`config.mk`:
```
export PLATFORM = sky130hd
export DESIGN_NAME = trivium_ctrl_flat
export DESIGN_NICKNAME = d
export VERILOG_FILES = /design/src/rtl/trivium_ctrl_if.sv /design/src/rtl/trivium_ctrl.sv /design/src/flat_wrapper.sv
export SDC_FILE = /design/constraint.sdc
export NUM_CORES = 1
export LEC_CHECK = 0
export ABC_AREA = 1
export BUFFER_PORTS_ARGS = -buffer_cell sky130_fd_sc_hd__buf_2
export CORE_ASPECT_RATIO = 1.2
export CORE_MARGIN = 3
export CORE_UTILIZATION = 45
export CTS_BUF_LIST = sky130_fd_sc_hd__clkbuf_2 sky130_fd_sc_hd__clkbuf_4 sky130_fd_sc_hd__clkbuf_8
export CTS_CLUSTER_SIZE = 10
export DETAILED_ROUTE_END_ITERATION = 8
export PLACE_DENSITY = 0.86
export SLEW_MARGIN = 20
export SYNTH_ARGS = -nofsm -noshare
export SYNTH_HDL_FRONTEND = slang
export SYNTH_SLANG_ARGS = --single-unit
```
`constraint.sdc`:
```
create_clock -name clk -period 1.8 [get_ports clk]
set_clock_uncertainty 0.05 [all_clocks]
set_input_delay 0.36 -clock clk [delete_from_list [all_inputs] [get_ports clk]]
set_output_delay 0.36 -clock clk [all_outputs]
set_load 0.005 [all_outputs]
```
`src/rtl/trivium_ctrl_if.sv`:
```
// trivium_ctrl_if: host-side key/IV, input-data and output-data handshakes
interface trivium_ctrl_if #(
  parameter int W     = 8,
  parameter int KEY_W = 80,
  parameter int IV_W  = 80
);
  logic             key_valid;
  logic [KEY_W-1:0] key;
  logic [IV_W-1:0]  iv;
  logic             key_ready;
  logic             din_valid;
  logic [W-1:0]     din;
  logic             din_last;
  logic             din_ready;
  logic             dout_valid;
  logic [W-1:0]     dout;
  logic             dout_last;
  logic             dout_ready;
  modport master (
    output key_valid, key, iv, din_valid, din, din_last, dout_ready,
    input  key_ready, din_ready, dout_valid, dout, dout_last
  );
  modport slave (
    input  key_valid, key, iv, din_valid, din, din_last, dout_ready,
    output key_ready, din_ready, dout_valid, dout, dout_last
  );
endinterface

```
`src/rtl/trivium_ctrl.sv`:
```
// trivium_ctrl: sequences a bit-serial Trivium core through load, warm-up and per-word keystream XOR
module trivium_ctrl #(
  parameter int W      = 8,
  parameter int KEY_W  = 80,
  parameter int IV_W   = 80,
  parameter int WARMUP = 1152
) (
  input  logic             clk,
  input  logic             rst,
  trivium_ctrl_if.slave    bus,
  output logic             core_load_o,
  output logic [KEY_W-1:0] core_key_o,
  output logic [IV_W-1:0]  core_iv_o,
  output logic             core_en_o,
  input  logic             core_z_i,
  output logic             busy_o,
  output logic             err_o
);
  localparam int CW = $clog2(WARMUP) + 1;
  localparam int BW = $clog2(W);
  typedef enum logic [2:0] {IDLE, LOAD, WARM, READY, GEN, OUT, ERROR} state_t;
  state_t           state_q;
  logic             key_ready_q, din_ready_q, core_load_q, core_en_q, busy_q, err_q;
  logic             dout_valid_q, dout_last_q, last_q;
  logic [W-1:0]     dout_q, din_q;
  logic [W-2:0]     ks_q;
  logic [KEY_W-1:0] key_q;
  logic [IV_W-1:0]  iv_q;
  logic [CW-1:0]    cnt_q;
  logic [BW-1:0]    bit_q;
  // Control FSM; every output is a register set on the transition into the state that owns it.
  // Keystream bits shift in from the top so the first GEN bit lands in ks_q[0] (LSB).
  always_ff @(posedge clk) begin
    if (rst) begin
      state_q      <= IDLE;
      key_ready_q  <= 1'b1;
      din_ready_q  <= 1'b0;
      core_load_q  <= 1'b0;
      core_en_q    <= 1'b0;
      busy_q       <= 1'b0;
      err_q        <= 1'b0;
      dout_valid_q <= 1'b0;
      dout_last_q  <= 1'b0;
      last_q       <= 1'b0;
      dout_q       <= '0;
      din_q        <= '0;
      ks_q         <= '0;
      key_q        <= '0;
      iv_q         <= '0;
      cnt_q        <= '0;
      bit_q        <= '0;
    end else begin
      core_load_q <= 1'b0;
      case (state_q)
        IDLE, ERROR: begin
          if (bus.key_valid) begin
            key_q       <= bus.key;
            iv_q        <= bus.iv;
            err_q       <= 1'b0;
            core_load_q <= 1'b1;
            key_ready_q <= 1'b0;
            busy_q      <= 1'b1;
            state_q     <= LOAD;
          end else if (state_q == IDLE && bus.din_valid) begin
            err_q   <= 1'b1;
            state_q <= ERROR;
          end
        end
        LOAD: begin
          cnt_q     <= '0;
          core_en_q <= 1'b1;
          state_q   <= WARM;
        end
        WARM: begin
          cnt_q <= cnt_q + 1'b1;
          if (cnt_q == CW'(WARMUP - 1)) begin
            core_en_q   <= 1'b0;
            din_ready_q <= 1'b1;
            state_q     <= READY;
          end
        end
        READY: begin
          if (bus.din_valid) begin
            din_q       <= bus.din;
            last_q      <= bus.din_last;
            bit_q       <= '0;
            din_ready_q <= 1'b0;
            core_en_q   <= 1'b1;
            state_q     <= GEN;
          end
        end
        GEN: begin
          ks_q  <= {core_z_i, ks_q[W-2:1]};
          bit_q <= bit_q + 1'b1;
          if (bit_q == BW'(W - 1)) begin
            core_en_q    <= 1'b0;
            dout_q       <= din_q ^ {core_z_i, ks_q};
            dout_last_q  <= last_q;
            dout_valid_q <= 1'b1;
            state_q      <= OUT;
          end
        end
        OUT: begin
          if (bus.dout_ready) begin
            dout_valid_q <= 1'b0;
            key_ready_q  <= last_q;
            din_ready_q  <= ~last_q;
            busy_q       <= ~last_q;
            state_q      <= last_q ? IDLE : READY;
          end
        end
        default: begin
          key_ready_q <= 1'b1;
          din_ready_q <= 1'b0;
          core_en_q   <= 1'b0;
          busy_q      <= 1'b0;
          state_q     <= IDLE;
        end
      endcase
    end
  end
  assign bus.key_ready  = key_ready_q;
  assign bus.din_ready  = din_ready_q;
  assign bus.dout_valid = dout_valid_q;
  assign bus.dout       = dout_q;
  assign bus.dout_last  = dout_last_q;
  assign core_load_o    = core_load_q;
  assign core_key_o     = key_q;
  assign core_iv_o      = iv_q;
  assign core_en_o      = core_en_q;
  assign busy_o         = busy_q;
  assign err_o          = err_q;
endmodule

```
`src/flat_wrapper.sv`:
```
// flat-port wrapper written by rule: the top's interface ports become plain ports
module trivium_ctrl_flat 
#(
  parameter int W      = 8,
  parameter int KEY_W  = 80,
  parameter int IV_W   = 80,
  parameter int WARMUP = 1152
)
  (clk, rst, core_load_o, core_key_o, core_iv_o, core_en_o, core_z_i, busy_o, err_o, bus_key_valid, bus_key, bus_iv, bus_din_valid, bus_din, bus_din_last, bus_dout_ready, bus_key_ready, bus_din_ready, bus_dout_valid, bus_dout, bus_dout_last);
  trivium_ctrl_if #(.W(W), .KEY_W(KEY_W), .IV_W(IV_W)) bus_i ();
  input  logic clk;
  input  logic rst;
  output logic core_load_o;
  output logic [KEY_W-1:0] core_key_o;
  output logic [IV_W-1:0] core_iv_o;
  output logic core_en_o;
  input  logic core_z_i;
  output logic busy_o;
  output logic err_o;
  input wire logic [$bits(bus_i.key_valid)-1:0] bus_key_valid;
  input wire logic [$bits(bus_i.key)-1:0] bus_key;
  input wire logic [$bits(bus_i.iv)-1:0] bus_iv;
  input wire logic [$bits(bus_i.din_valid)-1:0] bus_din_valid;
  input wire logic [$bits(bus_i.din)-1:0] bus_din;
  input wire logic [$bits(bus_i.din_last)-1:0] bus_din_last;
  input wire logic [$bits(bus_i.dout_ready)-1:0] bus_dout_ready;
  output wire logic [$bits(bus_i.key_ready)-1:0] bus_key_ready;
  output wire logic [$bits(bus_i.din_ready)-1:0] bus_din_ready;
  output wire logic [$bits(bus_i.dout_valid)-1:0] bus_dout_valid;
  output wire logic [$bits(bus_i.dout)-1:0] bus_dout;
  output wire logic [$bits(bus_i.dout_last)-1:0] bus_dout_last;
  assign bus_i.key_valid = bus_key_valid;
  assign bus_i.key = bus_key;
  assign bus_i.iv = bus_iv;
  assign bus_i.din_valid = bus_din_valid;
  assign bus_i.din = bus_din;
  assign bus_i.din_last = bus_din_last;
  assign bus_i.dout_ready = bus_dout_ready;
  assign bus_key_ready = bus_i.key_ready;
  assign bus_din_ready = bus_i.din_ready;
  assign bus_dout_valid = bus_i.dout_valid;
  assign bus_dout = bus_i.dout;
  assign bus_dout_last = bus_i.dout_last;
  trivium_ctrl #(.W(W), .KEY_W(KEY_W), .IV_W(IV_W), .WARMUP(WARMUP)) u_core (.clk(clk), .rst(rst), .bus(bus_i), .core_load_o(core_load_o), .core_key_o(core_key_o), .core_iv_o(core_iv_o), .core_en_o(core_en_o), .core_z_i(core_z_i), .busy_o(busy_o), .err_o(err_o));
endmodule
```
==> results of run 1 <==
## cells by family (layout without fill, tap and decap cells)
kind of cell / Yosys count / after routing
flip-flops: 210 / 210
buffers and inverters: 95 / 615
AND/OR/NAND/NOR: 625 / 625
XOR/XNOR: 8 / 8
AO/OA/AOI/OAI: 68 / 68
other: 0 / 3
adder cells (fa/ha/maj): 3 / 3
## metal layers
layer  GRT usage [%]  up-vias  wire length, um  share of wire, %
li1                -     4241                -                 -
met5               0        -                0                 0
met2            55.5      740            16400                51
met4            23.6        0             2620               8.1
met3            7.85      241             2710               8.3
met1            31.5     4311            10600                33
## worst max path at each step
stage,end,from
global placement,u_core.busy_o$_SDFFE_PP0P_,u_core.state_q[1]$_SDFFE_PP0P_
floorplan,u_core.ks_q[5]$_SDFFE_PP0P_,rst
finish,u_core.core_key_o[27]$_SDFFE_PP0N_,u_core.state_q[0]$_SDFFE_PP0P_
global route,u_core.state_q[0]$_SDFFE_PP0P_,u_core.state_q[1]$_SDFFE_PP0P_
CTS,u_core.core_key_o[4]$_SDFFE_PP0N_,u_core.state_q[0]$_SDFFE_PP0P_
detailed placement,u_core.core_iv_o[76]$_SDFFE_PP0N_,u_core.state_q[0]$_SDFFE_PP0P_
## area by class of cell
class / instances / area (sq um) / share of cell area, %
flip-flops and latches: 210 / 4210 / 34.9
repair buffers: 526 / 3630 / 30.2
multi-input cells: 704 / 3110 / 25.8
clock buffers: 52 / 666 / 5.53
well taps: 212 / 265 / 2.20
inverters: 32 / 125 / 1.04
clock inverters: 5 / 30.0 / 0.249
diodes: 3 / 7.51 / 0.0624
## Yosys cell counts (4+ instances only)
| library cell | count |
|---|---|
| a21oi_1 | 36 |
| buf_2 | 22 |
| nand2_1 | 386 |
| clkbuf_1 | 27 |
| nor3_1 | 4 |
| nor2_1 | 39 |
| dfxtp_1 | 210 |
| buf_4 | 11 |
| o21ai_0 | 23 |
| nand3_1 | 184 |
| inv_1 | 29 |
| xnor2_1 | 8 |
## registers in the layout, summed over array words and instances, names as in the netlist, 3 cells and up
register	cells
u_core.state_q	3
u_core.ks_q	7
u_core.din_q	8
u_core.cnt_q	12
u_core.core_iv_o	80
u_core.core_key_o	80
u_core.bus.dout	8
u_core.bit_q	3
## worst max-delay path, stage by stage (launching register included)
cell and delay, ns:
dfxtp_1 0.45, inv_2 0.10, nand3_1 0.12, nand2_4 0.09, nand2_4 0.13, buf_16 0.22, buf_12 0.23, nand3_1 0.16
nand2_1 0.17
## through the flow
step,std cells,cell area [sq um]
5_1_grt,1742,12000
6_report,1744,12000
3_3_place_gp,1532,9750
2_1_floorplan,1009,7730
4_1_cts,1736,11900
3_5_place_dp,1532,9750
## power by group
part | total [uW] | leakage (uW) | internal [uW] | switching, uW
sequential | 6090 | 0.00171 | 5510 | 576
clock | 4290 | 0.000365 | 2360 | 1930
combinational | 4450 | 0.00427 | 1850 | 2600
## what timing repair did
item	4_1_cts	5_1_grt
endpoints found under the setup margin	0	128
hold buffers	147	0
gates resized for setup	0	6
hold endpoints to repair	147	0
buffers inserted	0	2
==> flow_summary.yaml, run 1 <==
synthesis:
  synth_top_area_share_pct: 54.4
  synth_compound_area_share_pct: 4.74
  yosys_warnings: 0
  syn_area_sq_um: 7730
  synth-simple-area-share_pct: 34.0
  ys_ff_latch: 210
  synth.area.mux_share_pct: 0
  yosysSeqAreaShare_pct: 54.4
  synth_area_leaders: "dfxtp_1 54%, nand2_1 19%, nand3_1 12%"
  synthAdderAreaFrac_pct: 0.486
  synth_cells: 1009
  synth_cell_type_count: 30
  synth_top_family_by_area: "simple AND/OR/NAND/NOR gates"
  synth_flop_cell: "dfxtp_1"
  yosysTopAreaCell: "dfxtp_1"
  syn_nets: 1187
  synth-xor-area-share_pct: 0.906
  synth-async-reset-ratio_pct: 0
  synth_edf_count: 0
  syn_area_per_cell_sq_um: 7.66
routing:
  drtIter0Drc: 797
  drt_wl_total_mm: 32.4
  first_pass_iters: 8
  ant_nets: 0
  wl_per_cell_um: 18.6
  vias: 9533
  viasPerCell: 5.47
  drcViolationCount: 0
flow_run:
  max_cap_violations: 0
grt:
  track_usage_pct: 31.3
  grt_first_pass_wirelength_mm: 48.0
  grt_max_degree: 72
  antenna_found_initial: 1
  first_global_vias: 9648
  grt_overflow_total: 0
clock_network:
  clk_latency_ns: 0.49
  cts_root_buf: "clkbuf_8"
  cts_tree: "built"
  clkTransAtPathRegs_ns: 0.07
  cts_sinks: 210
  htreeDepth: 2
  cts_buffers: 36
  cts_buffer_depth: 3
final_layout:
  layout.nets: 1688
  fin_util_pct: 72.8
  synthToLayoutAreaGrowth_pct: 55.7
  drive_above_1_share_pct: 29.4
  final_common_cell: "nand2_1"
  final_cell_mix: "386 x nand2_1, 350 x buf_2, 209 x dfxtp_1"
  nFillCells: 1076
outcome:
  outcome: "completed"
timing:
  fin_hold_ws_ns: 0.0221
  worst_slack_ns: 0.00371
  tns_ns: 0
  drv_slew: 0
  period_share_pct: 99.8
  setup_violations: 0
  layout_min_cycle_time_ns: 1.80
  rsz0062_at_grt: "yes"
  worst_pin_slew_ns: 0.389
  hold_violations: 0
  fmax_ghz: 0.557
  slew_headroom_pct: 74.0
hold_path:
  min_path_type: "in2reg"
  hold_start: "bus_key[28]"
  hold_depth: 3
  hold_path_end: "u_core.core_key_o[28]$_SDFFE_PP0N_"
floorplanning:
  core_sq_um: 16500
  io_pins: 351
  initial_core_util_pct: 46.8
  die-area_sq_um: 18800
  fp.dieW_um: 126
  die_y_um: 150
  rows: 51
power:
  p_per_area_nw_per_um2: 1230
  ir_worst_vdd_uv: 827
  leakage_uw: 0.00635
  power_uw: 14800
setup_path:
  regToRegEndpoint: "u_core.core_key_o[27]$_SDFFE_PP0N_"
  criticalPathCategory: "reg2reg"
  required_ns: 2.18
  worstPathArrival_ns: 2.18
  r2r_cells: 8
  worstSetupStartpointType: "flip-flop"
  end_kind: "flip-flop"
  r2r-start: "u_core.state_q[0]$_SDFFE_PP0P_"
  crit_fanout: 37
  reg2reg_slack_ns: 0.004
place:
  place_hpwl_mm: 16.5
  place.gp.congestion: 0.872
  portBuffers: 350
  dp_slack_ns: 0.0830
(Power assumes the default switching activity.)
==> inputs of run 2 (changes only) <==
--- a/config.mk
+++ b/config.mk
@@ -6,14 +6,14 @@
 export NUM_CORES = 1
 export LEC_CHECK = 0
 export ABC_AREA = 1
+export ABC_CLOCK_PERIOD_IN_PS = 1680
 export BUFFER_PORTS_ARGS = -buffer_cell sky130_fd_sc_hd__buf_2
-export CORE_ASPECT_RATIO = 1.2
-export CORE_MARGIN = 3
-export CORE_UTILIZATION = 45
+export CORE_AREA = 2 2 135 137
 export CTS_BUF_LIST = sky130_fd_sc_hd__clkbuf_2 sky130_fd_sc_hd__clkbuf_4 sky130_fd_sc_hd__clkbuf_8
 export CTS_CLUSTER_SIZE = 10
 export DETAILED_ROUTE_END_ITERATION = 8
-export PLACE_DENSITY = 0.86
+export DIE_AREA = 0 0 137 139
+export PLACE_DENSITY = 0.85
 export SLEW_MARGIN = 20
 export SYNTH_ARGS = -nofsm -noshare
 export SYNTH_HDL_FRONTEND = slang
==> constraint.sdc (replaced) <==
create_clock -name clk -period 1.68 [get_ports clk]
set_clock_uncertainty 0.05 [all_clocks]
set_input_delay 0.336 -clock clk [delete_from_list [all_inputs] [get_ports clk]]
set_output_delay 0.336 -clock clk [all_outputs]
set_load 0.005 [all_outputs]
==> flow_summary.yaml, run 2 (synthesis gave the netlist of run 1 again) <==
power:
  ir_worst_vdd_uv: 932
  p_per_area_nw_per_um2: 1310
  power_uw: 16100
  leakage_uw: 0.00644
clock_network:
  cts_buffer_depth: 3
  clk_latency_ns: 0.50
  clkTransAtPathRegs_ns: 0.07
  cts_buffers: 36
  htreeDepth: 2
  cts_tree: "built"
  cts_sinks: 210
  cts_root_buf: "clkbuf_8"
place:
  dpl_cell_area_sq_um: 9790
  place_hpwl_mm: 16.0
  portBuffers: 350
  dp_cells: 1548
  place.gp.congestion: 0.841
timing:
  slew_headroom_pct: 74.9
  drv_slew: 0
  hold_violations: 0
  worst_pin_slew_ns: 0.373
  layout_min_cycle_time_ns: 1.65
  tns_ns: 0
  fmax_ghz: 0.606
  period_share_pct: 98.2
  rsz0062_at_grt: "yes"
  setup_violations: 0
final_layout:
  final_cell_mix: "381 x nand2_1, 350 x buf_2, 205 x dfxtp_1"
  instances_no_fill: 1773
  synthToLayoutAreaGrowth_pct: 59.1
  fin_area_sq_um: 12300
  drive_above_1_share_pct: 30.3
  nFillCells: 1173
  final_common_cell: "nand2_1"
  fin_util_pct: 69.6
  layout.nets: 1700
routing:
  vias: 9378
  drt_wl_total_mm: 31.3
  wl_per_cell_um: 17.7
  viasPerCell: 5.29
  drcViolationCount: 0
  ant_nets: 0
  first_pass_iters: 7
  drtIter0Drc: 868
grt:
  grt_overflow_total: 0
  track_usage_pct: 31.2
  grt_first_pass_wirelength_mm: 47.3
  antenna_found_initial: 3
  first_global_vias: 9406
  grt_max_degree: 65
setup_path:
  reg2reg_slack_ns: 0.03
  crit_start: "u_core.state_q[2]$_SDFFE_PP0P_"
  criticalPathCategory: "reg2reg"
  required_ns: 2.06
  r2r-start: "u_core.state_q[2]$_SDFFE_PP0P_"
  end_kind: "flip-flop"
  crit_fanout: 36
  worstPathArrival_ns: 2.03
  worstSetupStartpointType: "flip-flop"
floorplanning:
  die-area_sq_um: 19000
  fp.dieW_um: 137
  core_sq_um: 17700
  initial_core_util_pct: 43.8
  rows: 49
  io_pins: 351
  die_y_um: 139
outcome:
  outcome: "completed"
flow_run:
  max_cap_violations: 0
hold_path:
  min_path_type: "in2reg"
  hold_start: "bus_key[43]"
run 2: cell types whose count changed in the layout (fill, tap and decap cells not counted), sizes merged:
cell,delta
diode,-1
clkbuf,+5
clkinv,-2
clkinvlp,-2
buf,+1
dlygate4sd3,+11
run 2: timing repair:
item,4_1_cts,5_1_grt
hold endpoints to repair,158,0
resized for setup,0,26
pin swaps,0,3
endpoints found under the setup margin,1,167
buffers inserted,0,3
cloned,0,4
hold buffers,158,0
run 2: area by class of cell:
| class | count | area (sq um) | area share (%) |
|---|---|---|---|
| multi-input cells | 704 | 3150 | 25.6 |
| diodes | 2 | 5.00 | 0.0407 |
| clock inverters | 1 | 5.00 | 0.0407 |
| well taps | 229 | 287 | 2.33 |
| inverters | 32 | 130 | 1.06 |
| clock buffers | 57 | 709 | 5.77 |
| flip-flops and latches | 210 | 4210 | 34.3 |
| repair buffers | 538 | 3800 | 30.9 |
run 2: power breakdown:
part	internal, uW	switching [uW]
clock network	2650	2040
registers	5920	615
logic	2090	2790
run 2: per-stage QoR:
stage	setup WS (ns)	hold slack, ns
after global routing	-0.0422	0.00101
after CTS	-0.0165	0.00473
after floorplan	0.248	0.383
after global placement	0.0872	0.401
after detailed placement	0.0548	0.405
final	0.0300	0.0103
run 2: critical path, stage by stage, from the launching register on:
cell     delay (ns)
dfxtp_2        0.40
inv_2          0.08
nand2_1        0.12
nand2_4        0.09
nand2_4        0.11
buf_12         0.16
buf_12         0.22
nand3_1        0.18
nand2_1        0.17
run 2: path summary, 6_finish.rpt:
path | end | depth (start not counted)
hold / removal | u_core.core_key_o[43]$_SDFFE_PP0N_ | 3
setup / recovery | u_core.core_key_o[24]$_SDFFE_PP0N_ | 8
setup reg to reg | u_core.core_key_o[24]$_SDFFE_PP0N_ | 8
hold reg to reg | u_core.core_iv_o[54]$_SDFFE_PP0N_ | 2
run 2: routing by layer:
metal | global-route usage, % | part of all wire (%)
met2 | 52.2 | 49
met5 | 0 | 0.038
met1 | 33.7 | 34
met4 | 22.1 | 7.3
met3 | 8.30 | 9.7
